**src/rtl/sram_input_ctrl_if.sv**
```systemverilog
// Command, LOAD-data and DUMP-data handshakes of the input SRAM controller.
// master = data mover side, slave = sram_input_ctrl.
interface sram_input_ctrl_if #(
    parameter int DATA_WIDTH = 64,
    parameter int ADDR_WIDTH = 7
);
    logic                  cmd_valid;
    logic                  cmd_ready;
    logic                  cmd_op;
    logic [ADDR_WIDTH-1:0] cmd_base;
    logic [ADDR_WIDTH:0]   cmd_len;
    logic                  in_valid;
    logic                  in_ready;
    logic [DATA_WIDTH-1:0] in_data;
    logic                  out_valid;
    logic                  out_ready;
    logic [DATA_WIDTH-1:0] out_data;
    logic                  done;

    modport master (
        output cmd_valid, cmd_op, cmd_base, cmd_len,
        output in_valid, in_data, out_ready,
        input  cmd_ready, in_ready, out_valid, out_data, done
    );

    modport slave (
        input  cmd_valid, cmd_op, cmd_base, cmd_len,
        input  in_valid, in_data, out_ready,
        output cmd_ready, in_ready, out_valid, out_data, done
    );
endinterface

```
**src/rtl/sram_input_ctrl.sv**
```systemverilog
// Initiator for the single-port input SRAM: LOAD streams words in, DUMP
// streams words out through a 2-entry FIFO that absorbs read latency.
// Ports: clk, rst_n (async, active-low); bus (slave: cmd/in/out/done);
//        o_sram_cen_n, o_sram_wen, o_sram_addr, o_sram_wdata, i_sram_rdata.
module sram_input_ctrl #(
    parameter int DATA_WIDTH = 64,
    parameter int ADDR_WIDTH = 7,
    parameter int DEPTH      = 128
) (
    input  logic                  clk,
    input  logic                  rst_n,
    sram_input_ctrl_if.slave      bus,
    output logic                  o_sram_cen_n,
    output logic                  o_sram_wen,
    output logic [ADDR_WIDTH-1:0] o_sram_addr,
    output logic [DATA_WIDTH-1:0] o_sram_wdata,
    input  logic [DATA_WIDTH-1:0] i_sram_rdata
);
    localparam int CW = ADDR_WIDTH + 1;

    typedef enum logic [1:0] {
        S_IDLE,
        S_LOAD,
        S_DUMP,
        S_FIN
    } state_t;

    state_t                r_state;
    state_t                w_next;
    logic [ADDR_WIDTH-1:0] r_base;
    logic [CW-1:0]         r_len;
    logic [CW-1:0]         r_cnt;
    logic [CW-1:0]         r_pops;
    logic                  r_inflight;
    logic [1:0]            r_fifo_cnt;
    logic [DATA_WIDTH-1:0] r_head;
    logic [DATA_WIDTH-1:0] r_tail;
    logic [ADDR_WIDTH-1:0] r_addr_q;
    logic [DATA_WIDTH-1:0] r_wdata_q;

    logic                  w_accept;
    logic [CW-1:0]         w_len_clamped;
    logic                  w_in_ready;
    logic                  w_wr;
    logic                  w_pop;
    logic [2:0]            w_occ;
    logic                  w_rd;
    logic [ADDR_WIDTH-1:0] w_beat_addr;
    logic                  w_last_wr;
    logic                  w_last_pop;

    assign w_accept      = bus.cmd_valid && (r_state == S_IDLE);
    assign w_len_clamped = (bus.cmd_len > CW'(DEPTH)) ? CW'(DEPTH)
                                                      : bus.cmd_len;
    assign w_in_ready    = (r_state == S_LOAD) && (r_cnt < r_len);
    assign w_wr          = w_in_ready && bus.in_valid;
    assign w_pop         = (r_fifo_cnt != 2'd0) && bus.out_ready;
    // Words held after this cycle if no new read is issued.
    assign w_occ         = {1'b0, r_fifo_cnt} + {2'b00, r_inflight}
                         - {2'b00, w_pop};
    assign w_rd          = (r_state == S_DUMP) && (r_cnt < r_len)
                         && (w_occ < 3'd2);
    // Wraps mod DEPTH by truncation to ADDR_WIDTH bits.
    assign w_beat_addr   = r_base + r_cnt[ADDR_WIDTH-1:0];
    assign w_last_wr     = w_wr && (r_cnt == r_len - CW'(1));
    assign w_last_pop    = (r_state == S_DUMP) && w_pop
                         && (r_pops == r_len - CW'(1));

    always_ff @(posedge clk or negedge rst_n) begin
        if (!rst_n) begin
            r_state <= S_IDLE;
        end else begin
            r_state <= w_next;
        end
    end

    always_comb begin
        w_next = r_state;
        unique case (r_state)
            S_IDLE: begin
                if (w_accept) begin
                    if (w_len_clamped == '0) begin
                        w_next = S_FIN;
                    end else if (bus.cmd_op) begin
                        w_next = S_DUMP;
                    end else begin
                        w_next = S_LOAD;
                    end
                end
            end
            S_LOAD: if (w_last_wr) w_next = S_FIN;
            S_DUMP: if (w_last_pop) w_next = S_FIN;
            S_FIN:  w_next = S_IDLE;
            default: w_next = S_IDLE;
        endcase
    end

    always_comb begin
        bus.cmd_ready = (r_state == S_IDLE);
        bus.in_ready  = w_in_ready;
        bus.out_valid = (r_fifo_cnt != 2'd0);
        bus.out_data  = r_head;
        bus.done      = (r_state == S_FIN);
        o_sram_cen_n  = !(w_wr || w_rd);
        o_sram_wen    = w_wr;
        o_sram_addr   = (w_wr || w_rd) ? w_beat_addr : r_addr_q;
        o_sram_wdata  = w_wr ? bus.in_data : r_wdata_q;
    end

    always_ff @(posedge clk or negedge rst_n) begin
        if (!rst_n) begin
            r_base     <= '0;
            r_len      <= '0;
            r_cnt      <= '0;
            r_pops     <= '0;
            r_inflight <= 1'b0;
            r_addr_q   <= '0;
            r_wdata_q  <= '0;
        end else begin
            if (w_accept) begin
                r_base <= bus.cmd_base;
                r_len  <= w_len_clamped;
                r_cnt  <= '0;
                r_pops <= '0;
            end else begin
                if (w_wr || w_rd) r_cnt <= r_cnt + CW'(1);
                if (w_pop) r_pops <= r_pops + CW'(1);
            end
            r_inflight <= w_rd;
            if (w_wr || w_rd) r_addr_q <= w_beat_addr;
            if (w_wr) r_wdata_q <= bus.in_data;
        end
    end

    // Read data returns one cycle after issue and is pushed then.
    always_ff @(posedge clk or negedge rst_n) begin
        if (!rst_n) begin
            r_fifo_cnt <= 2'd0;
            r_head     <= '0;
            r_tail     <= '0;
        end else begin
            unique case ({r_inflight, w_pop})
                2'b10: begin
                    if (r_fifo_cnt == 2'd0) r_head <= i_sram_rdata;
                    else r_tail <= i_sram_rdata;
                    r_fifo_cnt <= r_fifo_cnt + 2'd1;
                end
                2'b01: begin
                    r_head     <= r_tail;
                    r_fifo_cnt <= r_fifo_cnt - 2'd1;
                end
                2'b11: begin
                    if (r_fifo_cnt == 2'd1) begin
                        r_head <= i_sram_rdata;
                    end else begin
                        r_head <= r_tail;
                        r_tail <= i_sram_rdata;
                    end
                end
                default: ;
            endcase
        end
    end
endmodule

```
**src/flat_wrapper.sv**
```systemverilog
// flat-port wrapper written by rule: the top's interface ports become plain ports
module sram_input_ctrl_flat 
#(
    parameter int DATA_WIDTH = 64,
    parameter int ADDR_WIDTH = 7,
    parameter int DEPTH      = 128
)
  (clk, rst_n, o_sram_cen_n, o_sram_wen, o_sram_addr, o_sram_wdata, i_sram_rdata, bus_cmd_valid, bus_cmd_op, bus_cmd_base, bus_cmd_len, bus_in_valid, bus_in_data, bus_out_ready, bus_cmd_ready, bus_in_ready, bus_out_valid, bus_out_data, bus_done);
  sram_input_ctrl_if #(.DATA_WIDTH(DATA_WIDTH), .ADDR_WIDTH(ADDR_WIDTH)) bus_i ();
  input  logic clk;
  input  logic rst_n;
  output logic o_sram_cen_n;
  output logic o_sram_wen;
  output logic [ADDR_WIDTH-1:0] o_sram_addr;
  output logic [DATA_WIDTH-1:0] o_sram_wdata;
  input  logic [DATA_WIDTH-1:0] i_sram_rdata;
  input wire logic [$bits(bus_i.cmd_valid)-1:0] bus_cmd_valid;
  input wire logic [$bits(bus_i.cmd_op)-1:0] bus_cmd_op;
  input wire logic [$bits(bus_i.cmd_base)-1:0] bus_cmd_base;
  input wire logic [$bits(bus_i.cmd_len)-1:0] bus_cmd_len;
  input wire logic [$bits(bus_i.in_valid)-1:0] bus_in_valid;
  input wire logic [$bits(bus_i.in_data)-1:0] bus_in_data;
  input wire logic [$bits(bus_i.out_ready)-1:0] bus_out_ready;
  output wire logic [$bits(bus_i.cmd_ready)-1:0] bus_cmd_ready;
  output wire logic [$bits(bus_i.in_ready)-1:0] bus_in_ready;
  output wire logic [$bits(bus_i.out_valid)-1:0] bus_out_valid;
  output wire logic [$bits(bus_i.out_data)-1:0] bus_out_data;
  output wire logic [$bits(bus_i.done)-1:0] bus_done;
  assign bus_i.cmd_valid = bus_cmd_valid;
  assign bus_i.cmd_op = bus_cmd_op;
  assign bus_i.cmd_base = bus_cmd_base;
  assign bus_i.cmd_len = bus_cmd_len;
  assign bus_i.in_valid = bus_in_valid;
  assign bus_i.in_data = bus_in_data;
  assign bus_i.out_ready = bus_out_ready;
  assign bus_cmd_ready = bus_i.cmd_ready;
  assign bus_in_ready = bus_i.in_ready;
  assign bus_out_valid = bus_i.out_valid;
  assign bus_out_data = bus_i.out_data;
  assign bus_done = bus_i.done;
  sram_input_ctrl #(.DATA_WIDTH(DATA_WIDTH), .ADDR_WIDTH(ADDR_WIDTH), .DEPTH(DEPTH)) u_core (.clk(clk), .rst_n(rst_n), .bus(bus_i), .o_sram_cen_n(o_sram_cen_n), .o_sram_wen(o_sram_wen), .o_sram_addr(o_sram_addr), .o_sram_wdata(o_sram_wdata), .i_sram_rdata(i_sram_rdata));
endmodule
```
**config.mk**
```make
export PLATFORM = sky130hd
export DESIGN_NAME = sram_input_ctrl_flat
export DESIGN_NICKNAME = d
export VERILOG_FILES = /design/src/rtl/sram_input_ctrl_if.sv /design/src/rtl/sram_input_ctrl.sv /design/src/flat_wrapper.sv
export SDC_FILE = /design/constraint.sdc
export NUM_CORES = 1
export LEC_CHECK = 0
export ABC_CLOCK_PERIOD_IN_PS = 3700
export CAP_MARGIN = 40
export CORE_MARGIN = 4
export CORE_UTILIZATION = 48
export CTS_CLUSTER_SIZE = 20
export DETAILED_ROUTE_END_ITERATION = 10
export GPL_TIMING_DRIVEN = 0
export PLACE_DENSITY = 0.8
export SYNTH_ARGS = -nofsm -noshare
export SYNTH_HDL_FRONTEND = slang
export SYNTH_SLANG_ARGS = --single-unit
```
**constraint.sdc**
```tcl
create_clock -name clk -period 3.7 [get_ports clk]
set_input_delay 0.37 -clock clk [delete_from_list [all_inputs] [get_ports clk]]
set_output_delay 0.37 -clock clk [all_outputs]
set_load 0.02 [all_outputs]
```
==> flow_metrics.env, run 1 <==
export IMPL_outcome="completed"
export IMPL_overflow=0
export IMPL_fin_cells=1491
export IMPL_worst_setup_path_start_kind="flip-flop"
export IMPL_cts_tree="done"
export IMPL_drt_total_wl_um=28300
export IMPL_place_hpwl_um=20300
export IMPL_p_per_area_nw_per_um2=640
export IMPL_syn_inst=862
export IMPL_wire_per_inst_um=19.0
export IMPL_multi_input_area_um2=4260
export IMPL_place_gp_congestion=0.845
export IMPL_cts_root_buf="clkbuf_16"
export IMPL_irDropWorstVdd_mv=0.425
export IMPL_whs_ns=0.401
export IMPL_finalClockSkew_ns=0.00857
export IMPL_netlist_area_um2=10300
export IMPL_design_die_area_um2=23900
export IMPL_syn_avg_cell_area_um2=12.0
export IMPL_worstReg2RegStart="u_core.r_fifo_cnt[1]"
export IMPL_synth_cell_types=44
export IMPL_ff2ff_path_depth=15
export IMPL_vias=7993
export IMPL_max_slew_margin_rel_pct=59.0
export IMPL_drv_slew=0
export IMPL_vias_per_cell=5.36
export IMPL_seq_area_um2=5890
export IMPL_period_share_pct=96.8
export IMPL_drive_above_1_share_pct=19.0
export IMPL_cp_end_kind="output pin"
export IMPL_antenna_left=0
export IMPL_ys_flop_type="dfrtp_1"
export IMPL_reg2reg_to="u_core.r_cnt[7]"
export IMPL_core_um2=21100
export IMPL_clock_latency_ns=0.52
export IMPL_cp_max_fo=6
export IMPL_ios=290
export IMPL_drtPass1Iterations=5
export IMPL_hold_path_class="in -> reg"
export IMPL_hp_start="bus_cmd_base[2]"
export IMPL_min_to="u_core.r_base[2]"
export IMPL_grt_usage_pct=23.0
export IMPL_initial_core_util_pct=48.8
export IMPL_min_path_cells=3
export IMPL_power_leakage_nw=6.60
export IMPL_finalCriticalPeriod_ns=3.58
export IMPL_die_w_um=154
export IMPL_syn_nets=1040
export IMPL_cp_data_arrival_time_ns=3.21
export IMPL_worstPathRequired_ns=3.33
export IMPL_synth_edf_count=0
export IMPL_synth_async_reset_ratio_pct=100
export IMPL_portBuffers=289
export IMPL_cts_buffers=25
export IMPL_layout_commonest_cell="dfrtp_1"
export IMPL_yosysWarnings=0
export IMPL_h_tree_depth=1
export IMPL_mostFrequentLayoutCells="dfrtp_1 (231), clkdlybuf4s50_1 (220), mux2_2 (128)"
export IMPL_rows=53
export IMPL_drt_iter0_markers=499
export IMPL_fp_dieH_um=154
export IMPL_crit_type="reg -> out"
export IMPL_ys_ff_latch=235
export IMPL_grt_pass1_wl_um=44600
export IMPL_yosysSeqAreaShare_pct=57.1
export IMPL_tightest_slew_ns=0.614
export IMPL_hold_violations=0
export IMPL_clock_sinks=235
export IMPL_maxCapViolations=0
export IMPL_setup_viol=0
export IMPL_grt_max_degree=91
export IMPL_r2r_setup_slack_ns=0.49
export IMPL_drc_errors=0
export IMPL_antenna_cells=0
export IMPL_area_delta_synth_final_pct=42.5
export IMPL_fill_cells=1533
export IMPL_antenna_found_initial=1
export IMPL_nets=1375
export IMPL_clock_path_buffers=3
export IMPL_grt_pass1_vias=8424
export IMPL_dp_cells=1430
export IMPL_fmax_mhz=279
export IMPL_clk_pin_slew_worst_paths_ns=0.06
worst max-delay path, stage by stage, from the launching register on:
cell and delay, ns:
dfrtp_1 0.40, inv_2 0.09, ha_4 0.14, inv_2 0.04
nand2_4 0.08, clkinv_4 0.06, ha_4 0.23, nand2b_4 0.15
fa_2 0.38, xnor2_1 0.12, nand3_1 0.12, nor3_4 0.06
nor2_4 0.28, clkbuf_16 0.22, nand2_1 0.08, o21ai_2 0.10
buf_6 0.15
power by group:
group          internal (W)  switching [W]
Sequential          0.00310       0.000360
Combinational       0.00154        0.00187
Clock               0.00150        0.00103
Total               0.00614        0.00326
state kept, by name, indices dropped and copies added, names as in the netlist:
name / flops
u_core.bus.out_data: 64
u_core.r_addr_q: 7
u_core.r_len: 8
u_core.r_cnt: 8
u_core.r_inflight: 1
u_core.r_state: 2
u_core.r_tail: 64
u_core.r_fifo_cnt: 2
u_core.r_base: 7
u_core.r_wdata_q: 64
u_core.r_pops: 8
how the worst max path moves through the flow:
stage / from / end / cells past startpoint
6_report: u_core.r_fifo_cnt[1] / o_sram_addr[4] / 16
5_1_grt: u_core.r_fifo_cnt[1] / o_sram_addr[4] / 16
4_1_cts: u_core.r_cnt[1] / o_sram_wdata[18] / 9
3_5_place_dp: bus_out_ready / o_sram_addr[2] / 14
3_3_place_gp: rst_n / u_core.r_tail[44] / 1
2_1_floorplan: u_core.r_fifo_cnt[1] / o_sram_addr[3] / 14
stage by stage:
stage | worst slack, ns | setup TNS, ns | utilization (%) | instance area [µm²] | total power, W
global placement | -7.85 | -1859.09 | 64.2 | 13500 | 0.00672
CTS | -0.00515 | -0.00515 | 69.0 | 14500 | 0.00938
finish | 0.117 | 0 | 69.6 | 14700 | 0.00940
global route | -0.0550 | -0.0550 | 69.6 | 14700 | 0.00991
detailed placement | -0.769 | -18.73 | 64.6 | 13600 | 0.00679
floorplan | 0.0448 | 0 | - | 10300 | 0.00514
routing by layer:
metal | track usage, % | wire, µm
met1 | 29.4 | 11200
met3 | 6.86 | 2370
met5 | 0 | 13
met4 | 6.81 | 843
met2 | 38.1 | 13800
final cells by class:
cell class              count  area share [%]
flip-flops and latches    235            40.1
multi-input cells         553            29.0
repair buffers            308            20.6
clock buffers              30            4.53
well taps                 275            2.34
plain buffers              48            1.59
clock inverters            16            1.14
inverters                  26           0.699
synthesized netlist by cell type, drive strengths merged (3+ instances only):
library cell,n,area [µm²]
dfrtp,235,5880
mux2,130,1460
nand2,103,387
o21ai,92,460
a22oi,64,480
clkbuf,45,169
ha,27,338
inv,25,93.8
xnor2,21,184
a21oi,17,85.1
xor2,17,149
nor2,13,48.8
nand3b,8,60.1
nand4,7,43.8
nor3,6,40.0
nor4,5,37.5
a21o,4,30.0
and3,4,25.0
or3,4,25.0
buf,3,15.0
nand2b,3,18.8
nand3,3,15.0
what timing repair did:
item,in CTS,in global routing
cloned,0,1
hold buffers,1,0
endpoints found under the setup margin,74,73
hold endpoints to repair,73,0
pin swaps,5,7
resized for setup,128,23
buffers inserted,8,5
kinds of logic (layout without fill, tap and decap cells):
kind of cell	count (synthesis)	in the layout	share of synthesized area (%)
AOI/OAI and AO/OA	190	190	11.3
xor gates and xnor gates	39	39	3.45
adders and majority gates	29	29	3.67
buffers and inverters	74	428	2.73
DFF	235	235	57.1
muxes	132	132	14.4
and+or+nand+nor	163	163	7.34
Note: power is estimated with default switching activity, not from simulation.
==> run 2: changes to the inputs <==
Settings changed: MAX_ROUTING_LAYER from default to met4.
==> run 2 against run 1 <==
Against the previous run: hold slack got worse by 0.0038 ns; maximum frequency is essentially flat; clock power about the same; count of clock-buffer cells in the layout stayed put; sequential power is essentially flat; core utilization about the same; combinational power about the same; power about the same; critical path type unchanged; highest routed layer is now met4.
==> flow_metrics.env, run 2 (synthesized netlist as in run 1, its figures left out) <==
export IMPL_cts_root_buf="clkbuf_16"
export IMPL_fp_dieH_um=154
export IMPL_clock_latency_ns=0.52
export IMPL_finalCriticalPeriod_ns=3.58
export IMPL_die_w_um=154
export IMPL_design_die_area_um2=23900
export IMPL_drt_total_wl_um=28300
export IMPL_grt_max_degree=91
export IMPL_grt_pass1_wl_um=44600
export IMPL_cts_buffers=25
export IMPL_reg2reg_to="u_core.r_cnt[7]"
export IMPL_ios=290
export IMPL_fill_cells=1532
export IMPL_max_slew_margin_rel_pct=58.3
export IMPL_ff2ff_path_depth=15
export IMPL_finalClockSkew_ns=0.0112
export IMPL_clock_path_buffers=3
export IMPL_setup_viol=0
export IMPL_fmax_mhz=279
export IMPL_r2r_setup_slack_ns=0.49
export IMPL_portBuffers=289
export IMPL_hold_path_class="in -> async"
export IMPL_cp_data_arrival_time_ns=3.21
export IMPL_area_delta_synth_final_pct=42.5
export IMPL_h_tree_depth=1
export IMPL_cts_tree="done"
export IMPL_worstReg2RegStart="u_core.r_fifo_cnt[1]"
export IMPL_drive_above_1_share_pct=19.0
export IMPL_antenna_found_initial=1
export IMPL_outcome="completed"
export IMPL_period_share_pct=96.8
export IMPL_place_gp_congestion=0.859
export IMPL_hold_violations=0
export IMPL_drtPass1Iterations=5
export IMPL_overflow=0
export IMPL_clock_sinks=235
export IMPL_place_hpwl_um=20300
export IMPL_worstPathRequired_ns=3.33
export IMPL_cp_max_fo=6
export IMPL_p_per_area_nw_per_um2=640
export IMPL_irDropWorstVdd_mv=0.426
export IMPL_antenna_left=0
export IMPL_cp_end_kind="output pin"
export IMPL_cp_startpoint="u_core.r_fifo_cnt[1]"
export IMPL_fin_util_pct=69.6
export IMPL_clk_pin_slew_worst_paths_ns=0.06
export IMPL_vias=7986
export IMPL_initial_core_util_pct=48.8
export IMPL_vias_per_cell=5.35
export IMPL_grt_usage_pct=23.7
export IMPL_tightest_slew_ns=0.625
export IMPL_maxCapViolations=0
export IMPL_fin_area_um2=14700
export IMPL_drc_errors=0
export IMPL_power_leakage_nw=6.60
export IMPL_drt_iter0_markers=420
export IMPL_crit_type="reg -> out"
export IMPL_core_um2=21100
export IMPL_placedInstanceArea_um2=13600
export IMPL_drv_slew=0
export IMPL_grt_pass1_vias=8446
export IMPL_nets=1375
export IMPL_mostFrequentLayoutCells="dfrtp_1 (231), clkdlybuf4s50_1 (220), mux2_2 (128)"
export IMPL_wire_per_inst_um=19.0
export IMPL_rows=53
export IMPL_worst_setup_path_start_kind="flip-flop"
export IMPL_layout_commonest_cell="dfrtp_1"
## run 2: cell types whose count changed in the layout (fill, tap and decap cells not counted), sizes merged
cell,previous run,this run
diode,0,1
## run 2: critical path: stages (launching register included)
cell       delay [ns]
dfrtp_1          0.40
inv_2            0.09
ha_4             0.14
inv_2            0.04
nand2_4          0.08
clkinv_4         0.06
ha_4             0.23
nand2b_4         0.15
fa_2             0.38
xnor2_1          0.12
nand3_1          0.12
nor3_4           0.06
nor2_4           0.28
clkbuf_16        0.22
nand2_1          0.08
o21ai_2          0.10
buf_6            0.15
## run 2: final cells by class
type	count	area, µm²	share of cell area, %
buffer	48	234	1.59
timing repair buffer	308	3030	20.6
inverter	26	103	0.699
clock buffer	30	664	4.52
sequential	235	5890	40.1
clock inverter	16	168	1.14
antenna	1	2.50	0.0170
tap	275	344	2.34
multi-input combinational	553	4260	29.0
## run 2: per-layer routing
| metal | wire length [µm] | vias up | global-route usage [%] |
|---|---|---|---|
| li1 | - | 3726 | - |
| met1 | 11400 | 3935 | 29.5 |
| met3 | 2310 | 62 | 6.77 |
| met5 | 0 | - | - |
| met2 | 13800 | 263 | 38.0 |
| met4 | 839 | 0 | 6.81 |
## run 2: where the power goes
group	internal, W	switching, W
clock	0.00150	0.00103
sequential	0.00310	0.000363
combinational	0.00154	0.00187
total	0.00614	0.00327
## run 2: per-stage QoR
step | setup WS, ns | hold slack [ns] | cells | TNS (ns) | power (W)
global placement | -7.85 | 0.460 | 1426 | -1859.09 | 0.00672
floorplan | 0.0448 | 0.0744 | 862 | 0 | 0.00514
finish | 0.120 | 0.397 | 1492 | 0 | 0.00940
detailed placement | -0.769 | 0.378 | 1430 | -18.73 | 0.00679
CTS | -0.00515 | 0.383 | 1485 | -0.00515 | 0.00938
global route | -0.0550 | 0.417 | 1492 | -0.0550 | 0.00991
## run 2: repair_timing
item	4_1_cts	5_1_grt
setup buffers	8	5
hold buffers	1	0
gates resized for setup	128	23
pin swaps	5	7
endpoints found under the setup margin	74	73
endpoints found under the hold margin	73	0
cloned	0	1
## run 2: worst max path at each step
| stage | to | cells after the start |
|---|---|---|
| after floorplan | o_sram_addr[3] | 14 |
| after global placement | u_core.r_tail[44] | 1 |
| after detailed placement | o_sram_addr[2] | 14 |
| after CTS | o_sram_wdata[18] | 9 |
| after global routing | o_sram_addr[4] | 16 |
| final | o_sram_addr[4] | 16 |
